## src/rtl/cpu_run_ctrl_pkg.sv

```systemverilog
// Shared definitions for the CPU run/step/halt controller: FSM state encoding,
// default divisor and debounce constants, and a counter-width helper.
// Latency: n/a (definitions only). Backpressure: n/a.
package cpu_run_ctrl_pkg;

    // Encodings are visible on state_o, so the values are fixed explicitly.
    typedef enum logic [1:0] {
        S_IDLE = 2'd0,
        S_RUN  = 2'd1,
        S_STEP = 2'd2,
        S_HALT = 2'd3
    } state_e;

    localparam int unsigned DEF_FAST_DIV  = 4;
    localparam int unsigned DEF_SLOW_DIV  = 50_000_000;
    localparam int unsigned DEF_DB_CYCLES = 1_000_000;
    localparam int unsigned DEF_CNT_W     = 32;

    // Bits needed to count 0..n-1; never less than one bit.
    function automatic int unsigned cnt_w(input int unsigned n);
        return (n > 1) ? $clog2(n) : 1;
    endfunction

endpackage

```

## src/rtl/cpu_run_ctrl_if.sv

```systemverilog
// Board/CPU side signal bundle of the run controller.
// Latency: n/a (wires only). Backpressure: none; cpu_ce is a one-cycle enable.
// master: the controller (takes switches/buttons/halt_req, drives cpu_ce,
//         led_clk, state_o, cycle_cnt). slave: the board/CPU side.
interface cpu_run_ctrl_if #(
    parameter int unsigned CNT_W = 32
);
    import cpu_run_ctrl_pkg::*;

    logic             run_sw;      // 1 = free-run, 0 = single-step (async)
    logic             fast_sw;     // 1 = fast divisor, 0 = slow divisor (async)
    logic             step_btn;    // raw step button, active-high
    logic             resume_btn;  // raw resume-from-halt button, active-high
    logic             halt_req;    // CPU halt request, synchronous
    logic             cpu_ce;      // one-cycle CPU clock enable
    logic             led_clk;     // toggles once per cpu_ce
    state_e           state_o;     // current controller state
    logic [CNT_W-1:0] cycle_cnt;   // number of cpu_ce pulses issued

    modport master (
        input  run_sw, fast_sw, step_btn, resume_btn, halt_req,
        output cpu_ce, led_clk, state_o, cycle_cnt
    );

    modport slave (
        output run_sw, fast_sw, step_btn, resume_btn, halt_req,
        input  cpu_ce, led_clk, state_o, cycle_cnt
    );

endinterface

```

## src/rtl/cpu_run_ctrl_btn_pulse.sv

```systemverilog
// Button conditioner: 2-flop sync, debounce (DB_CYCLES stable), rising one-shot.
// Latency: pulse 2 + DB_CYCLES cycles after the raw press first samples high.
// Backpressure: none; one btn_pulse per accepted press, short bounces dropped.
// Ports: clk_in/rst (sync, active-high), btn_raw (async button), btn_pulse.
module cpu_run_ctrl_btn_pulse
    import cpu_run_ctrl_pkg::*;
#(
    parameter int unsigned DB_CYCLES = DEF_DB_CYCLES
) (
    input  logic clk_in,
    input  logic rst,
    input  logic btn_raw,
    output logic btn_pulse
);

    localparam int unsigned       DB_W   = cnt_w(DB_CYCLES);
    localparam logic [DB_W-1:0]   DB_TOP = DB_W'(DB_CYCLES - 1);

    logic            s1_q, s1_d;
    logic            s2_q, s2_d;
    logic            stable_q, stable_d;   // debounced button level
    logic            pulse_q, pulse_d;
    logic [DB_W-1:0] db_cnt_q, db_cnt_d;   // cycles the synced level has disagreed

    always_comb begin
        s1_d     = btn_raw;
        s2_d     = s1_q;
        stable_d = stable_q;
        db_cnt_d = db_cnt_q;
        pulse_d  = 1'b0;
        if (s2_q == stable_q) begin
            // Any return to the accepted level restarts the stability window.
            db_cnt_d = '0;
        end else if (db_cnt_q == DB_TOP) begin
            stable_d = s2_q;
            db_cnt_d = '0;
            pulse_d  = s2_q;   // only a newly accepted press fires
        end else begin
            db_cnt_d = db_cnt_q + DB_W'(1);
        end
    end

    always_ff @(posedge clk_in) begin
        if (rst) begin
            s1_q     <= 1'b0;
            s2_q     <= 1'b0;
            stable_q <= 1'b0;
            pulse_q  <= 1'b0;
            db_cnt_q <= '0;
        end else begin
            s1_q     <= s1_d;
            s2_q     <= s2_d;
            stable_q <= stable_d;
            pulse_q  <= pulse_d;
            db_cnt_q <= db_cnt_d;
        end
    end

    assign btn_pulse = pulse_q;

endmodule

```

## src/rtl/cpu_run_ctrl.sv

```systemverilog
// Run/step/halt controller producing a registered one-cycle CPU clock enable.
// Latency: first RUN cpu_ce DIV cycles after RUN entry; STEP cpu_ce the cycle after the one-shot.
// Backpressure: none; halt_req stalls cpu_ce until a resume press.
// Ports: clk_in, rst (sync, active-high), io (cpu_run_ctrl_if.master: switches,
//        buttons, halt_req in; cpu_ce, led_clk, state_o, cycle_cnt out).
// Build option: CPU_CYCLE_COUNT_EN enables the saturating cycle_cnt counter;
//               otherwise cycle_cnt is tied to zero.
module cpu_run_ctrl
    import cpu_run_ctrl_pkg::*;
#(
    parameter int unsigned FAST_DIV  = DEF_FAST_DIV,
    parameter int unsigned SLOW_DIV  = DEF_SLOW_DIV,
    parameter int unsigned DB_CYCLES = DEF_DB_CYCLES,
    parameter int unsigned CNT_W     = DEF_CNT_W
) (
    input  logic              clk_in,
    input  logic              rst,
    cpu_run_ctrl_if.master    io
);

    localparam int unsigned      DIV_W    = cnt_w((FAST_DIV > SLOW_DIV) ? FAST_DIV : SLOW_DIV);
    localparam logic [DIV_W-1:0] FAST_TOP = DIV_W'(FAST_DIV - 1);
    localparam logic [DIV_W-1:0] SLOW_TOP = DIV_W'(SLOW_DIV - 1);

    // ---------------- switch synchronisers ----------------
    logic run_s1_q, run_s2_q;
    logic fast_s1_q, fast_s2_q, fast_s3_q;   // s3 only for change detection

    always_ff @(posedge clk_in) begin
        if (rst) begin
            run_s1_q  <= 1'b0;
            run_s2_q  <= 1'b0;
            fast_s1_q <= 1'b0;
            fast_s2_q <= 1'b0;
            fast_s3_q <= 1'b0;
        end else begin
            run_s1_q  <= io.run_sw;
            run_s2_q  <= run_s1_q;
            fast_s1_q <= io.fast_sw;
            fast_s2_q <= fast_s1_q;
            fast_s3_q <= fast_s2_q;
        end
    end

    // ---------------- button conditioners ----------------
    logic step_pls;
    logic resume_pls;

    cpu_run_ctrl_btn_pulse #(.DB_CYCLES(DB_CYCLES)) u_step_btn (
        .clk_in    (clk_in),
        .rst       (rst),
        .btn_raw   (io.step_btn),
        .btn_pulse (step_pls)
    );

    cpu_run_ctrl_btn_pulse #(.DB_CYCLES(DB_CYCLES)) u_resume_btn (
        .clk_in    (clk_in),
        .rst       (rst),
        .btn_raw   (io.resume_btn),
        .btn_pulse (resume_pls)
    );

    // ---------------- rate divider ----------------
    logic [DIV_W-1:0] div_cnt_q, div_cnt_d;
    logic [DIV_W-1:0] div_top;
    logic [DIV_W-1:0] div_cur;
    logic             fast_chg;
    logic             tick;

    // A rate change restarts the count in the same cycle, as if RUN had just
    // been entered, so the new rate's first pulse lands a full period later.
    always_comb begin
        div_top  = fast_s2_q ? FAST_TOP : SLOW_TOP;
        fast_chg = fast_s2_q ^ fast_s3_q;
        div_cur  = fast_chg ? '0 : div_cnt_q;
        tick     = (div_cur == div_top);
    end

    // ---------------- control FSM ----------------
    state_e state_q, state_d;
    logic   cpu_ce_q, cpu_ce_d;   // cpu_ce_d is the enable for the next cycle
    logic   led_q, led_d;

    always_comb begin
        state_d   = state_q;
        cpu_ce_d  = 1'b0;
        div_cnt_d = '0;           // held at zero outside RUN, so RUN entry starts at 0
        led_d     = led_q ^ cpu_ce_q;
        case (state_q)
            S_IDLE: begin
                if (io.halt_req) begin
                    state_d = S_HALT;
                end else if (run_s2_q) begin
                    state_d = S_RUN;
                end else if (step_pls) begin
                    state_d  = S_STEP;
                    cpu_ce_d = 1'b1;
                end
            end
            S_RUN: begin
                // Leaving RUN drops a coincident tick rather than issuing it.
                if (io.halt_req) begin
                    state_d = S_HALT;
                end else if (!run_s2_q) begin
                    state_d = S_IDLE;
                end else begin
                    cpu_ce_d  = tick;
                    div_cnt_d = tick ? '0 : div_cur + DIV_W'(1);
                end
            end
            S_STEP: begin
                state_d = S_IDLE;
            end
            S_HALT: begin
                // Resume steps past the halting instruction; step presses are ignored.
                if (resume_pls) begin
                    state_d  = S_STEP;
                    cpu_ce_d = 1'b1;
                end
            end
            default: begin
                state_d = S_IDLE;
            end
        endcase
    end

    always_ff @(posedge clk_in) begin
        if (rst) begin
            state_q   <= S_IDLE;
            cpu_ce_q  <= 1'b0;
            led_q     <= 1'b0;
            div_cnt_q <= '0;
        end else begin
            state_q   <= state_d;
            cpu_ce_q  <= cpu_ce_d;
            led_q     <= led_d;
            div_cnt_q <= div_cnt_d;
        end
    end

    assign io.cpu_ce  = cpu_ce_q;
    assign io.led_clk = led_q;
    assign io.state_o = state_q;

    // ---------------- pulse counter ----------------
`ifdef CPU_CYCLE_COUNT_EN
    logic [CNT_W-1:0] cyc_cnt_q, cyc_cnt_d;

    always_comb begin
        cyc_cnt_d = cyc_cnt_q;
        if (cpu_ce_q && (cyc_cnt_q != '1)) begin
            cyc_cnt_d = cyc_cnt_q + CNT_W'(1);
        end
    end

    always_ff @(posedge clk_in) begin
        if (rst) begin
            cyc_cnt_q <= '0;
        end else begin
            cyc_cnt_q <= cyc_cnt_d;
        end
    end

    assign io.cycle_cnt = cyc_cnt_q;
`else
    assign io.cycle_cnt = '0;
`endif

endmodule

```

## src/flat_wrapper.sv

```systemverilog
// flat-port wrapper written by rule: the top's interface ports become plain ports
module cpu_run_ctrl_flat import cpu_run_ctrl_pkg::*;
#(
    parameter int unsigned FAST_DIV  = DEF_FAST_DIV,
    parameter int unsigned SLOW_DIV  = DEF_SLOW_DIV,
    parameter int unsigned DB_CYCLES = DEF_DB_CYCLES,
    parameter int unsigned CNT_W     = DEF_CNT_W
)
  (clk_in, rst, io_run_sw, io_fast_sw, io_step_btn, io_resume_btn, io_halt_req, io_cpu_ce, io_led_clk, io_state_o, io_cycle_cnt);
  cpu_run_ctrl_if #(.CNT_W(CNT_W)) io_i ();
  input  logic clk_in;
  input  logic rst;
  input wire logic [$bits(io_i.run_sw)-1:0] io_run_sw;
  input wire logic [$bits(io_i.fast_sw)-1:0] io_fast_sw;
  input wire logic [$bits(io_i.step_btn)-1:0] io_step_btn;
  input wire logic [$bits(io_i.resume_btn)-1:0] io_resume_btn;
  input wire logic [$bits(io_i.halt_req)-1:0] io_halt_req;
  output wire logic [$bits(io_i.cpu_ce)-1:0] io_cpu_ce;
  output wire logic [$bits(io_i.led_clk)-1:0] io_led_clk;
  output wire logic [$bits(io_i.state_o)-1:0] io_state_o;
  output wire logic [$bits(io_i.cycle_cnt)-1:0] io_cycle_cnt;
  assign io_i.run_sw = io_run_sw;
  assign io_i.fast_sw = io_fast_sw;
  assign io_i.step_btn = io_step_btn;
  assign io_i.resume_btn = io_resume_btn;
  assign io_i.halt_req = io_halt_req;
  assign io_cpu_ce = io_i.cpu_ce;
  assign io_led_clk = io_i.led_clk;
  assign io_state_o = io_i.state_o;
  assign io_cycle_cnt = io_i.cycle_cnt;
  cpu_run_ctrl #(.FAST_DIV(FAST_DIV), .SLOW_DIV(SLOW_DIV), .DB_CYCLES(DB_CYCLES), .CNT_W(CNT_W)) u_core (.clk_in(clk_in), .rst(rst), .io(io_i));
endmodule
```

## config.mk

```make
export PLATFORM = sky130hd
export DESIGN_NAME = cpu_run_ctrl_flat
export DESIGN_NICKNAME = d
export VERILOG_FILES = /design/src/rtl/cpu_run_ctrl_pkg.sv /design/src/rtl/cpu_run_ctrl_if.sv /design/src/rtl/cpu_run_ctrl_btn_pulse.sv /design/src/rtl/cpu_run_ctrl.sv /design/src/flat_wrapper.sv
export SDC_FILE = /design/constraint.sdc
export NUM_CORES = 1
export LEC_CHECK = 0
export ABC_AREA = 0
export BUFFER_PORTS_ARGS = -buffer_cell sky130_fd_sc_hd__buf_2
export CAP_MARGIN = 0
export CORE_MARGIN = 2
export CORE_UTILIZATION = 53
export DETAILED_ROUTE_END_ITERATION = 10
export MAX_ROUTING_LAYER = met4
export PLACE_DENSITY = 0.76
export SYNTH_ARGS = -nofsm -noshare
export SYNTH_HDL_FRONTEND = slang
export SYNTH_HIERARCHICAL = 1
export SYNTH_SLANG_ARGS = --single-unit
export TNS_END_PERCENT = 10
```

## constraint.sdc

```tcl
create_clock -name clk_in -period 1.91 [get_ports clk_in]
set_input_delay 0.0955 -clock clk_in [delete_from_list [all_inputs] [get_ports clk_in]]
set_output_delay 0.0955 -clock clk_in [all_outputs]
set_load 0.1 [all_outputs]
```

# Word level (Yosys, flattened, before mapping)
# Cells that the tools add are included.
# Widths: inputs -> output; s select.
dict set report word_totals {
  wordCells 66
  memories 0
  in_bits 7
  mem_bits_ro 0
  latchBits 0
  out_inout_bits 36
  reg_bits 83
  ram_bits 0
}
dict set report classes {
  bitwise_logic 8
  n_eq_ne 11
  n_mul 0
  magnitude_cmp 0
  n_div 0
  mux 16
  addsub 3
  reduce_logical 9
  n_shift 0
}
# op count
set ops {}
lappend ops {{$mux 26} 2}
lappend ops {{$add 20x1->20 const B} 2}
lappend ops {{$eq 20x20->1 const B} 2}
lappend ops {{$add 26x1->26 const B} 1}
lappend ops {{$eq 26x26->1} 1}
lappend ops {{$mux 2} 6}
lappend ops {{$reduce_or 3->1} 4}
lappend ops {{$pmux 2 s4} 1}
lappend ops {{$mux 1} 6}
lappend ops {{$not 1->1} 6}
lappend ops {{$reduce_or 5->1} 1}
lappend ops {{$eq 2x2->1 const B} 2}
lappend ops {{$ne 4x3->1 const B} 1}
lappend ops {{$reduce_and 2->1} 2}
lappend ops {{$ne 3x3->1 const B} 1}
lappend ops {{$pmux 1 s3} 1}
lappend ops {{$reduce_and 3->1} 1}
lappend ops {{$eq 1x1->1} 2}
lappend ops {{$eq 2x1->1 const B} 1}
lappend ops {{$logic_not 2->1} 1}
lappend ops {{$ne 2x2->1 const B} 1}
lappend ops {{$xor 1x1->1} 2}

# Logic depth before layout (Yosys ltp)
# Gate-level depths: netlist of the first run.
dict set report logic_depth {
  word_depth 6
  ltp_mapped 9
  mapped_depth_nobuf 8
}

# Hierarchy
# The synthesis of the first run kept the hierarchy.
# mod cells_per_inst instances seq_area_each_um2 area_per_inst_um2
set modules_own_cells {}
lappend modules_own_cells {cpu_run_ctrl_btn_pulse 123 2 480.5 1079.8}
lappend modules_own_cells {cpu_run_ctrl 215 1 700.7 1863.0}

# Worst setup path before layout of the first run
# OpenSTA, ideal clock, no wires.
dict set report synth_path {
  path_kind {register to register}
  startpoint {register u_core.state_q[0], in the netlist u_core/io.state_o[0]}
  endpoint {register u_core.div_cnt_q[14]}
  stages_incl_launch_ff 7
  period_less_slack_ns 2.106
  setup_time_ns 0.064
  t_required_ns 1.846
  path_buffers 1
  path_slack_ns -0.196
  arrival_time_ns 2.042
  path_cell_list {dfxtp_1 -> nand2_1 -> or4_1 -> nor2_1 -> o21ai_4 -> buf_6 -> nor2_1}
}
dict set report synth_via {
  elab_chain_cells 3
}
# item line
set synth_rtl {}
lappend synth_rtl {{start, declared} cpu_run_ctrl.sv:80} ;# state_e state_q, state_d;
lappend synth_rtl {{start signal, assigned} cpu_run_ctrl.sv:134} ;# state_q <= state_d;
lappend synth_rtl {{$eq 2x1->1} cpu_run_ctrl.sv:89} ;# case (state_q)
lappend synth_rtl {{$not 1->1 (no source line)} n/a}
lappend synth_rtl {{$reduce_or 5->1 (no source line)} n/a}
lappend synth_rtl {{end signal, assigned} cpu_run_ctrl.sv:137} ;# div_cnt_q <= div_cnt_d;
lappend synth_rtl {{end, declared} cpu_run_ctrl.sv:64} ;# logic [DIV_W-1:0] div_cnt_q, div_cnt_d;
# No other way between the ends.
# A chain may end at the register's enable or synchronous reset.

# Final worst setup path of the first run
dict set report layout_path {
  startpoint {register u_core.fast_s3_q}
  endpoint {register u_core.div_cnt_q[24]}
}
dict set report layout_via {
  elab_chain_cells 4
  word_cells_on_any_way 5
  classes_between {add/sub (1); eq/ne (1); mux (1); bitwise (1); reduce/logical (1)}
}
# item line
set layout_rtl {}
lappend layout_rtl {{start, declared} cpu_run_ctrl.sv:27} ;# logic fast_s1_q, fast_s2_q, fast_s3_q;
lappend layout_rtl {{start signal, assigned} cpu_run_ctrl.sv:41} ;# fast_s3_q <= fast_s2_q;
lappend layout_rtl {{$xor 1x1->1 *} cpu_run_ctrl.sv:74} ;# fast_chg = fast_s2_q ^ fast_s3_q;
lappend layout_rtl {{$mux 26 *} cpu_run_ctrl.sv:75} ;# div_cur = fast_chg ? '0 : div_cnt_q;
lappend layout_rtl {{parallel branches: the longest is 2 deep, another holds $add 26x1->26} n/a}
# Mark *: on every way between the ends.

==> results of run 1 <==
==> kinds of logic (layout without fill, tap and decap cells) <==
| group | after synthesis | in the layout |
|---|---|---|
| compound gates | 28 | 28 |
| simple gates | 232 | 232 |
| mux | 2 | 2 |
| buf+inv | 56 | 75 |
| xor+xnor | 56 | 56 |
| flops | 83 | 83 |
| fa+ha+maj | 3 | 3 |
| other cells | 1 | 32 |
==> layer usage <==
layer | global-route usage, % | vias to the layer above | routed length [um]
li1 | - | 1618 | -
met1 | 24.5 | 1477 | 3500
met2 | 32.5 | 64 | 3660
met3 | 5.56 | 11 | 293
met4 | 7.20 | 0 | 125
met5 | - | - | 0
==> worst reg2reg max path: cells and delay by family (launching register included) <==
kind	cells	cell delay (ns)
XOR/XNOR	2	0.39
adder cells (fa/ha/maj)	1	0.12
buffers and inverters	1	0.17
flip-flops	1	0.34
AND/OR/NAND/NOR	5	0.70
==> synth_stat cells (5+ instances only) <==
master	count	share of area [%]
dfxtp_1	83	41
nor2_1	70	6.5
xnor2_1	35	7.6
buf_4	33	6.2
nand2_1	31	2.9
nand3_1	22	2.7
nand4_1	22	3.4
xor2_1	20	4.4
nor4_1	19	3.0
inv_1	15	1.4
nor3_1	13	1.6
a21oi_1	11	1.4
nor2b_1	10	1.6
and3_1	9	1.4
or3_1	6	0.93
or4_1	5	0.93
==> cells in the final DEF (no fill, tap or decap), types with 3 or more instances in the layout <==
cell	n
or3_1	6
nand3_2	3
and3_1	9
xnor2_1	34
dlygate4sd3_1	4
nand2_1	31
dfxtp_2	6
xor2_1	20
nand4_1	22
or2_2	4
nand3_1	21
buf_2	10
conb_1	32
nor3_1	13
or4_1	5
dfxtp_1	77
nor2b_1	10
nor2_1	69
inv_1	15
a21oi_1	11
nor4_1	18
o31ai_1	4
buf_12	3
buf_4	25
clkbuf_8	9
==> per-stage QoR <==
step,std cells,setup TNS (ns),area (um^2)
3_5_place_dp,588,-0.0562,4290
3_3_place_gp,588,0,4290
4_1_cts,608,0,4510
5_1_grt,610,-0.112,4570
2_1_floorplan,492,-0.00101,4160
6_report,610,0,4570
==> worst max-delay path by stage <==
stage / start / cells after the start / end / slack, ns
2_1_floorplan: u_core/fast_s2_q / 9 / u_core/div_cnt_q[20] / -0.001
3_3_place_gp: u_core/fast_s2_q / 9 / u_core/div_cnt_q[18] / 0.06
3_5_place_dp: u_core/fast_s2_q / 9 / u_core/div_cnt_q[16] / -0.02
4_1_cts: u_core/fast_s2_q / 9 / u_core/div_cnt_q[24] / 0.04
5_1_grt: u_core/fast_s3_q / 9 / u_core/div_cnt_q[14] / -0.04
6_report: u_core/fast_s3_q / 9 / u_core/div_cnt_q[24] / 0.1
==> power by group <==
part | switching (mW) | internal (mW) | total, mW
registers | 0.0123 | 1.74 | 1.76
logic | 0.343 | 0.0410 | 0.384
clock network | 0.629 | 0.472 | 1.10
total | 0.984 | 2.26 | 3.24
==> registers in the layout, indices dropped and copies added, names as in the netlist, 2 cells and up <==
signal                        flops
u_core/io.state_o                 2
u_core/u_step_btn/db_cnt_q       20
u_core/div_cnt_q                 26
u_core/u_resume_btn/db_cnt_q     20
==> layout make-up <==
| class | instances | area share (%) |
|---|---|---|
| timing repair buffer | 44 | 7.88 |
| sequential | 83 | 36.5 |
| clock inverter | 6 | 0.930 |
| inverter | 15 | 1.23 |
| multi-input combinational | 353 | 48.0 |
| clock buffer | 10 | 2.79 |
| tap | 99 | 2.71 |
==> repair_timing <==
action	in CTS	in global routing
buffers inserted	0	2
endpoints found under the hold margin	4	0
hold buffers	4	0
resized for setup	1	12
pin swaps	0	7
setup endpoints to repair	5	33
==> flow_summary.json, run 1 <==
{
  "synthFlopType": "dfxtp_1",
  "fin_util_pct": 62.7,
  "place_hpwl_mm": 5.44,
  "grt_max_degree": 20,
  "crit_path_end_kind": "flop",
  "hold_viol": 0,
  "async_flop_share_pct": 0,
  "slew_headroom_pct": 65.3,
  "synthMuxAreaShare_pct": 0.498,
  "yosys_register_bits": 83,
  "clk_path_buf_depth": 2,
  "drt_iter0_drc": 126,
  "grt_setup_unrepaired": "true",
  "die_h_um": 91.1,
  "cp_top_family": "simple AND/OR/NAND/NOR gates",
  "p_leak_nw": 1.49,
  "hp-class": "input pin to flop",
  "ir_drop_mv": 0.519,
  "clock.fmax_mhz": 551,
  "num_rows": 31,
  "cts_sinks": 83,
  "antenna_found_initial": 0,
  "antenna_left": 0,
  "synth_compound_area_share_pct": 4.85,
  "synth_area_um2": 4020,
  "initial_core_util_pct": 55.2,
  "wl_mm": 7.58,
  "die-width_um": 91.1,
  "grt_remaining_overflow": 0,
  "vias": 3170,
  "grt_pass1_wl_mm": 13.4,
  "fillers": 636,
  "synthAdderAreaFrac_pct": 0.933,
  "regArea_um2": 1670,
  "core-area_um2": 7290,
  "io_buffers": 10,
  "yosysWarnings": 6,
  "n_antenna_cell": 0,
  "timing.hold.worst_path_depth": 3,
  "synth_xor_area_share_pct": 12.4,
  "htreeDepth": 3,
  "finalWorstSetupSlack_ns": 0.0953,
  "critPathBufInv": 1,
  "r2r.worst_path.cells": 9,
  "drc": 0,
  "yosysSeqAreaShare_pct": 41.3,
  "hold_slack_ns": 0.117,
  "crit_path_start_kind": "flop",
  "timing.rr.end": "u_core/div_cnt_q[24]",
  "synth_edf_count": 0,
  "clockRootBuffer": "clkbuf_8",
  "crit_required_ns": 2.15,
  "cts_tree": "done",
  "dieArea_um2": 8300,
  "gp_congestion": 0.840,
  "viasPerCell": 5.20,
  "clkTransAtPathRegs_ns": 0.09,
  "fin_worst_skew_ns": 0.0132,
  "maxCapViolCount": 0,
  "worstHoldEndpoint": "u_core/io.state_o[0]",
  "r2r_slack_ns": 0.1,
  "fin_nets": 516,
  "synth_top_family_by_area": "simple AND/OR/NAND/NOR gates",
  "finalCritPeriodShare_pct": 95.0,
  "worstHoldStart": "io_halt_req",
  "synth-simple-area-share_pct": 31.4,
  "post_drt_wl_per_cell_um": 12.4,
  "reg2reg_from": "u_core/fast_s3_q",
  "cts_buffers": 9,
  "fin_crit_ns": 1.81,
  "status": "complete, no violations",
  "finalSetupViolations": 0,
  "multi_input_area_um2": 2190,
  "power_mw": 3.24,
  "firstDrtPassIters": 4,
  "track_usage_pct": 20.2,
  "avgSynthCellArea_um2": 8.73,
  "slew_violations": 0,
  "worstPathArrival_ns": 2.05,
  "path_cells": "xnor2_2 > and2_4 > ha_4 > nand4_1 > nor4_4 > buf_6 > nand3_1 > xor2_1 > nor2_1",
  "clk_latency_ns": 0.35,
  "ys_types": 46,
  "p_per_area_nw_per_um2": 709,
  "dp_worst_setup_slack_ns": -0.0217,
  "worstMarginPinSlew_ns": 0.517,
  "max_stage_delay_ns": 0.34,
  "critPathKind": "flop to flop",
  "io_pins": 43,
  "drive_gt1_share_pct": 18.0,
  "worst_path_max_delay_cell": "dfxtp_2",
  "synth_cells": 461,
  "grt_pass1_vias": 3079,
  "syn_to_final_growth_pct": 13.7,
  "crit_fanout": 7
}
(Power assumes the default switching activity.)
==> run 2: changes to the inputs <==
==> constraint.sdc (replaced) <==
create_clock -name clk_in -period 1.5 [get_ports clk_in]
set_input_delay 0.075 -clock clk_in [delete_from_list [all_inputs] [get_ports clk_in]]
set_output_delay 0.075 -clock clk_in [all_outputs]
set_load 0.1 [all_outputs]
==> run 2 against run 1 <==
Against the previous run:
- the run now ends with negative setup slack left
- first-iteration DRC count fell by 0.79%
- design area rose by 19%
- clock skew fell by 0.0038 ns
- critical path type unchanged
- non-clock buffer count rose by 87
==> flow_summary.json, run 2 (synthesis results as in run 1) <==
{
  "vias": 3612,
  "fin_util_pct": 74.4,
  "multi_input_area_um2": 2360,
  "crit_path_end_kind": "flop",
  "clock.fmax_mhz": 556,
  "crit_fanout": 17,
  "reg2reg_from": "u_core/div_cnt_q[10]",
  "clk_latency_ns": 0.36,
  "finalSetupViolations": 48,
  "antenna_found_initial": 0,
  "critPathKind": "flop to flop",
  "io_pins": 43,
  "status": "finished, violations left",
  "post_drt_wl_per_cell_um": 13.8,
  "n_antenna_cell": 0,
  "core-area_um2": 7290,
  "layout_commonest_cell": "buf_4",
  "mostFrequentLayoutCells": "buf_4, nor2_1, dfxtp_1",
  "r2r_slack_ns": -0.30,
  "largest-register": "u_core/div_cnt_q",
  "fin_nets": 603,
  "regArea_um2": 1700,
  "die-width_um": 91.1,
  "grt_pass1_vias": 3629,
  "drive_gt1_share_pct": 35.1,
  "antenna_left": 0,
  "fillers": 554,
  "grt_pass1_wl_mm": 15.7,
  "grt_setup_unrepaired": "true",
  "cts_tree": "done",
  "place_hpwl_mm": 6.52,
  "hold_viol": 0,
  "fin_worst_skew_ns": 0.00941,
  "htreeDepth": 3,
  "cts_sinks": 83,
  "crit_required_ns": 1.76,
  "finalWorstSetupSlack_ns": -0.298,
  "p_leak_nw": 1.97,
  "reg_top3": "u_core/div_cnt_q x26, u_core/u_resume_btn/db_cnt_q x20, u_core/u_step_btn/db_cnt_q x20",
  "fin_crit_ns": 1.80,
  "timing.critical_path.to": "u_core/div_cnt_q[13]",
  "finalCritPeriodShare_pct": 120,
  "worstMarginPinSlew_ns": 0.491,
  "initial_core_util_pct": 55.2,
  "post-place-cells": 673,
  "largest_reg_flops": 26,
  "crit_path_start_kind": "flop",
  "hold_slack_ns": 0.0680,
  "worstPathArrival_ns": 2.05,
  "violations": "negative setup slack",
  "maxCapViolCount": 0,
  "hp-class": "input pin to flop",
  "clockRootBuffer": "clkbuf_8",
  "io_buffers": 10,
  "gp_congestion": 0.884,
  "track_usage_pct": 23.9,
  "firstDrtPassIters": 5,
  "ir_drop_mv": 0.746,
  "slew_violations": 0,
  "viasPerCell": 5.18,
  "timing.rr.end": "u_core/div_cnt_q[13]",
  "cts_buffers": 9,
  "drt_iter0_drc": 125,
  "worstHoldStart": "io_halt_req",
  "slew_headroom_pct": 67.0,
  "final_cells": 697,
  "num_rows": 31,
  "grt_max_degree": 20,
  "grt_remaining_overflow": 0,
  "r2r.worst_path.cells": 6,
  "die_h_um": 91.1,
  "dieArea_um2": 8300,
  "wl_mm": 9.62,
  "p_per_area_nw_per_um2": 777,
  "crit_start": "u_core/div_cnt_q[10]",
  "drc": 0,
  "clk_path_buf_depth": 2,
  "tns_ns": -7.91,
  "clkTransAtPathRegs_ns": 0.09,
  "syn_to_final_growth_pct": 34.9
}
[run 2: what timing repair did]
item                                   CTS  global route
setup buffers                            4             0
hold buffers                             4             0
setup endpoints to repair               71            71
gates resized for setup                 42            23
pin swaps                               18            10
endpoints found under the hold margin    4             0
[run 2: worst max-delay path, cell delays in order, from the launching register on]
cell,delay [ns]
dfxtp_1,0.33
nor4_1,0.48
a21oi_2,0.13
a211o_4,0.37
o21ai_4,0.18
buf_12,0.16
nor2_1,0.06
[run 2: layout make-up]
class,count,area share (%)
Clock buffer,10,2.35
Clock inverter,6,0.899
Inverter,15,1.04
Multi-Input combinational cell,353,43.5
Sequential cell,83,31.3
Tap cell,99,2.28
Timing Repair Buffer,131,18.7
[run 2: worst min path at each step]
stage,endpoint,slack (ns),cells after the start
finish,u_core/io.state_o[1],0.07,3
global route,u_core/io.state_o[1],0.07,3
CTS,u_core/io.state_o[1],0.05,3
detailed placement,u_core/u_step_btn/s1_q,0.30,2
global placement,u_core/run_s1_q,0.29,2
floorplan,u_core/u_resume_btn/stable_q,0.14,1
[run 2: per-layer routing]
metal | wire length, um | track usage (%) | up-vias
met4 | 120 | 9.34 | 0
met2 | 5120 | 42.1 | 88
met5 | 0 | - | -
li1 | - | - | 1787
met1 | 3940 | 25.7 | 1726
met3 | 440 | 6.22 | 11
[run 2: stage by stage]
stage,power [mW],area [um^2],worst slack [ns]
3_3_place_gp,2.77,4920,-0.351
3_5_place_dp,2.78,4920,-0.432
2_1_floorplan,2.78,4170,-0.393
5_1_grt,4.37,5430,-0.479
4_1_cts,4.26,5320,-0.318
6_report,4.21,5430,-0.298
[run 2: report_power, final]
group	switching (mW)	total (mW)	internal (mW)
logic	0.452	0.523	0.0708
clock network	0.849	1.47	0.619
registers	0.00995	2.22	2.21
==> run 3: changes to the inputs <==
--- a/config.mk
+++ b/config.mk
@@ -13,6 +13,7 @@
 export DETAILED_ROUTE_END_ITERATION = 10
 export MAX_ROUTING_LAYER = met4
 export PLACE_DENSITY = 0.76
+export REMOVE_ABC_BUFFERS = 1
 export SYNTH_ARGS = -nofsm -noshare
 export SYNTH_HDL_FRONTEND = slang
 export SYNTH_HIERARCHICAL = 1
==> run 3 against run 2 <==
Against the previous run:
- the run still ends with negative setup slack left
- sequential share of layout area is 0.12 points higher
- first-iteration DRC count fell by 1.6%
- maximum frequency shrank 2.2%
- global-route usage is 0.44 points higher
- clock power is 13% higher
- via count barely moved
- utilization down 0.60 points
- wire length about the same
- total power rose by 4.7%
- setup slack got worse by 0.041 ns
- flip-flop and latch count unchanged
- hold slack improved by 0.021 ns
- largest power group unchanged
==> flow_summary.json, run 3 (synthesis results as in run 1) <==
{
  "largest_reg_flops": 26,
  "dieArea_um2": 8300,
  "die-width_um": 91.1,
  "critPathKind": "flop to flop",
  "clk_path_buf_depth": 2,
  "finalWorstSetupSlack_ns": -0.339,
  "crit_fanout": 7,
  "post_drt_wl_per_cell_um": 13.9,
  "io_pins": 43,
  "initial_core_util_pct": 55.2,
  "antenna_found_initial": 0,
  "post-place-cells": 665,
  "layout_commonest_cell": "buf_4",
  "hp-class": "input pin to flop",
  "num_rows": 31,
  "firstDrtPassIters": 5,
  "finalInstanceArea_um2": 5380,
  "p_per_area_nw_per_um2": 820,
  "cts_buffers": 9,
  "largest-register": "u_core/div_cnt_q",
  "path_cells": "xnor2_2 > and2_4 > ha_2 > nand4_1 > nor4_4 > buf_4 > nand3_1 > xnor2_1 > nor2_1",
  "finalSetupViolations": 69,
  "crit_path_end_kind": "flop",
  "n_antenna_cell": 0,
  "htreeDepth": 3,
  "status": "finished, violations left",
  "grt_pass1_wl_mm": 15.9,
  "vias": 3611,
  "die_h_um": 91.1,
  "drc": 0,
  "placed_area_um2": 4860,
  "crit_path_start_kind": "flop",
  "p_leak_nw": 1.99,
  "core-area_um2": 7290,
  "fin_crit_ns": 1.84,
  "finalCritPeriodShare_pct": 123,
  "drive_gt1_share_pct": 32.3,
  "wl_mm": 9.62,
  "io_buffers": 10,
  "fillers": 516,
  "cts_tree": "done",
  "gp_congestion": 0.924,
  "clk_latency_ns": 0.35,
  "fin_worst_skew_ns": 0.0105,
  "drt_iter0_drc": 123,
  "worst_path_max_delay_cell": "dfxtp_2",
  "power_mw": 4.41,
  "grt_max_degree": 20,
  "final_cells": 690,
  "cts_sinks": 83,
  "fin_util_pct": 73.8,
  "worstPathArrival_ns": 2.09,
  "maxCapViolCount": 0,
  "place_hpwl_mm": 6.53,
  "ir_drop_mv": 0.604,
  "clockRootBuffer": "clkbuf_8",
  "hold_viol": 0,
  "crit_required_ns": 1.75,
  "track_usage_pct": 24.4,
  "r2r_slack_ns": -0.34,
  "antenna_left": 0,
  "syn_to_final_growth_pct": 33.8,
  "slew_violations": 0,
  "reg_top3": "u_core/div_cnt_q x26, u_core/u_resume_btn/db_cnt_q x20, u_core/u_step_btn/db_cnt_q x20",
  "mostFrequentLayoutCells": "buf_4, nor2_1, dfxtp_1",
  "violations": "negative setup slack",
  "grt_setup_unrepaired": "true",
  "grt_remaining_overflow": 0,
  "max_stage_delay_ns": 0.34,
  "viasPerCell": 5.23,
  "clkTransAtPathRegs_ns": 0.08,
  "clock.fmax_mhz": 544,
  "grt_pass1_vias": 3551,
  "fin_nets": 596
}
[run 3: report_power, final]
part           internal (mW)  switching [mW]  leakage, nW
sequential              2.21         0.00854        0.680
combinational         0.0776           0.455         1.21
clock                  0.910           0.750        0.104
total                   3.20            1.21         1.99
[run 3: final cells by class]
cell class / count / area, um^2 / share of cell area (%)
flip-flops and latches: 83 / 1690 / 31.4
repair buffers: 124 / 973 / 18.1
inverters: 15 / 56.3 / 1.05
multi-input cells: 353 / 2330 / 43.3
clock buffers: 15 / 176 / 3.28
clock inverters: 1 / 30.0 / 0.558
well taps: 99 / 124 / 2.30
[run 3: per-layer routing]
metal,vias to the layer above,GRT usage (%),share of wire (%)
met5,-,-,0
met4,0,10.9,2.8
met3,22,5.15,2.7
met2,77,41.8,52
met1,1730,27.3,43
li1,1782,-,-
[run 3: through the flow]
step	TNS, ns	setup slack (ns)	hold slack, ns
floorplan	-20.24	-0.598	0.144
global placement	-12.87	-0.335	0.283
detailed placement	-16.14	-0.435	0.294
CTS	-10.36	-0.298	0.0829
global route	-16.59	-0.428	0.103
finish	-11.34	-0.339	0.0889
[run 3: critical path: cells and delay by family (launching register included)]
kind | cells | cell delay (ns)
flip-flops | 1 | 0.34
adder cells (fa/ha/maj) | 1 | 0.18
AND/OR/NAND/NOR | 5 | 0.69
buffers and inverters | 1 | 0.18
XOR/XNOR | 2 | 0.35
[run 3: worst paths after layout]
check | start | endpoint | cells past startpoint
hold / removal | io_halt_req | u_core/io.state_o[1] | 3
setup / recovery | u_core/fast_s3_q | u_core/div_cnt_q[20] | 9
setup reg to reg | u_core/fast_s3_q | u_core/div_cnt_q[20] | 9
hold reg to reg | u_core/run_s1_q | u_core/run_s2_q | 1
[run 3: what timing repair did]
item | CTS | global route
resized for setup | 37 | 19
hold buffers | 4 | 0
hold endpoints to repair | 4 | 0
endpoints found under the setup margin | 71 | 71
pin swaps | 21 | 5
gates cloned | 0 | 0
buffers inserted | 3 | 2
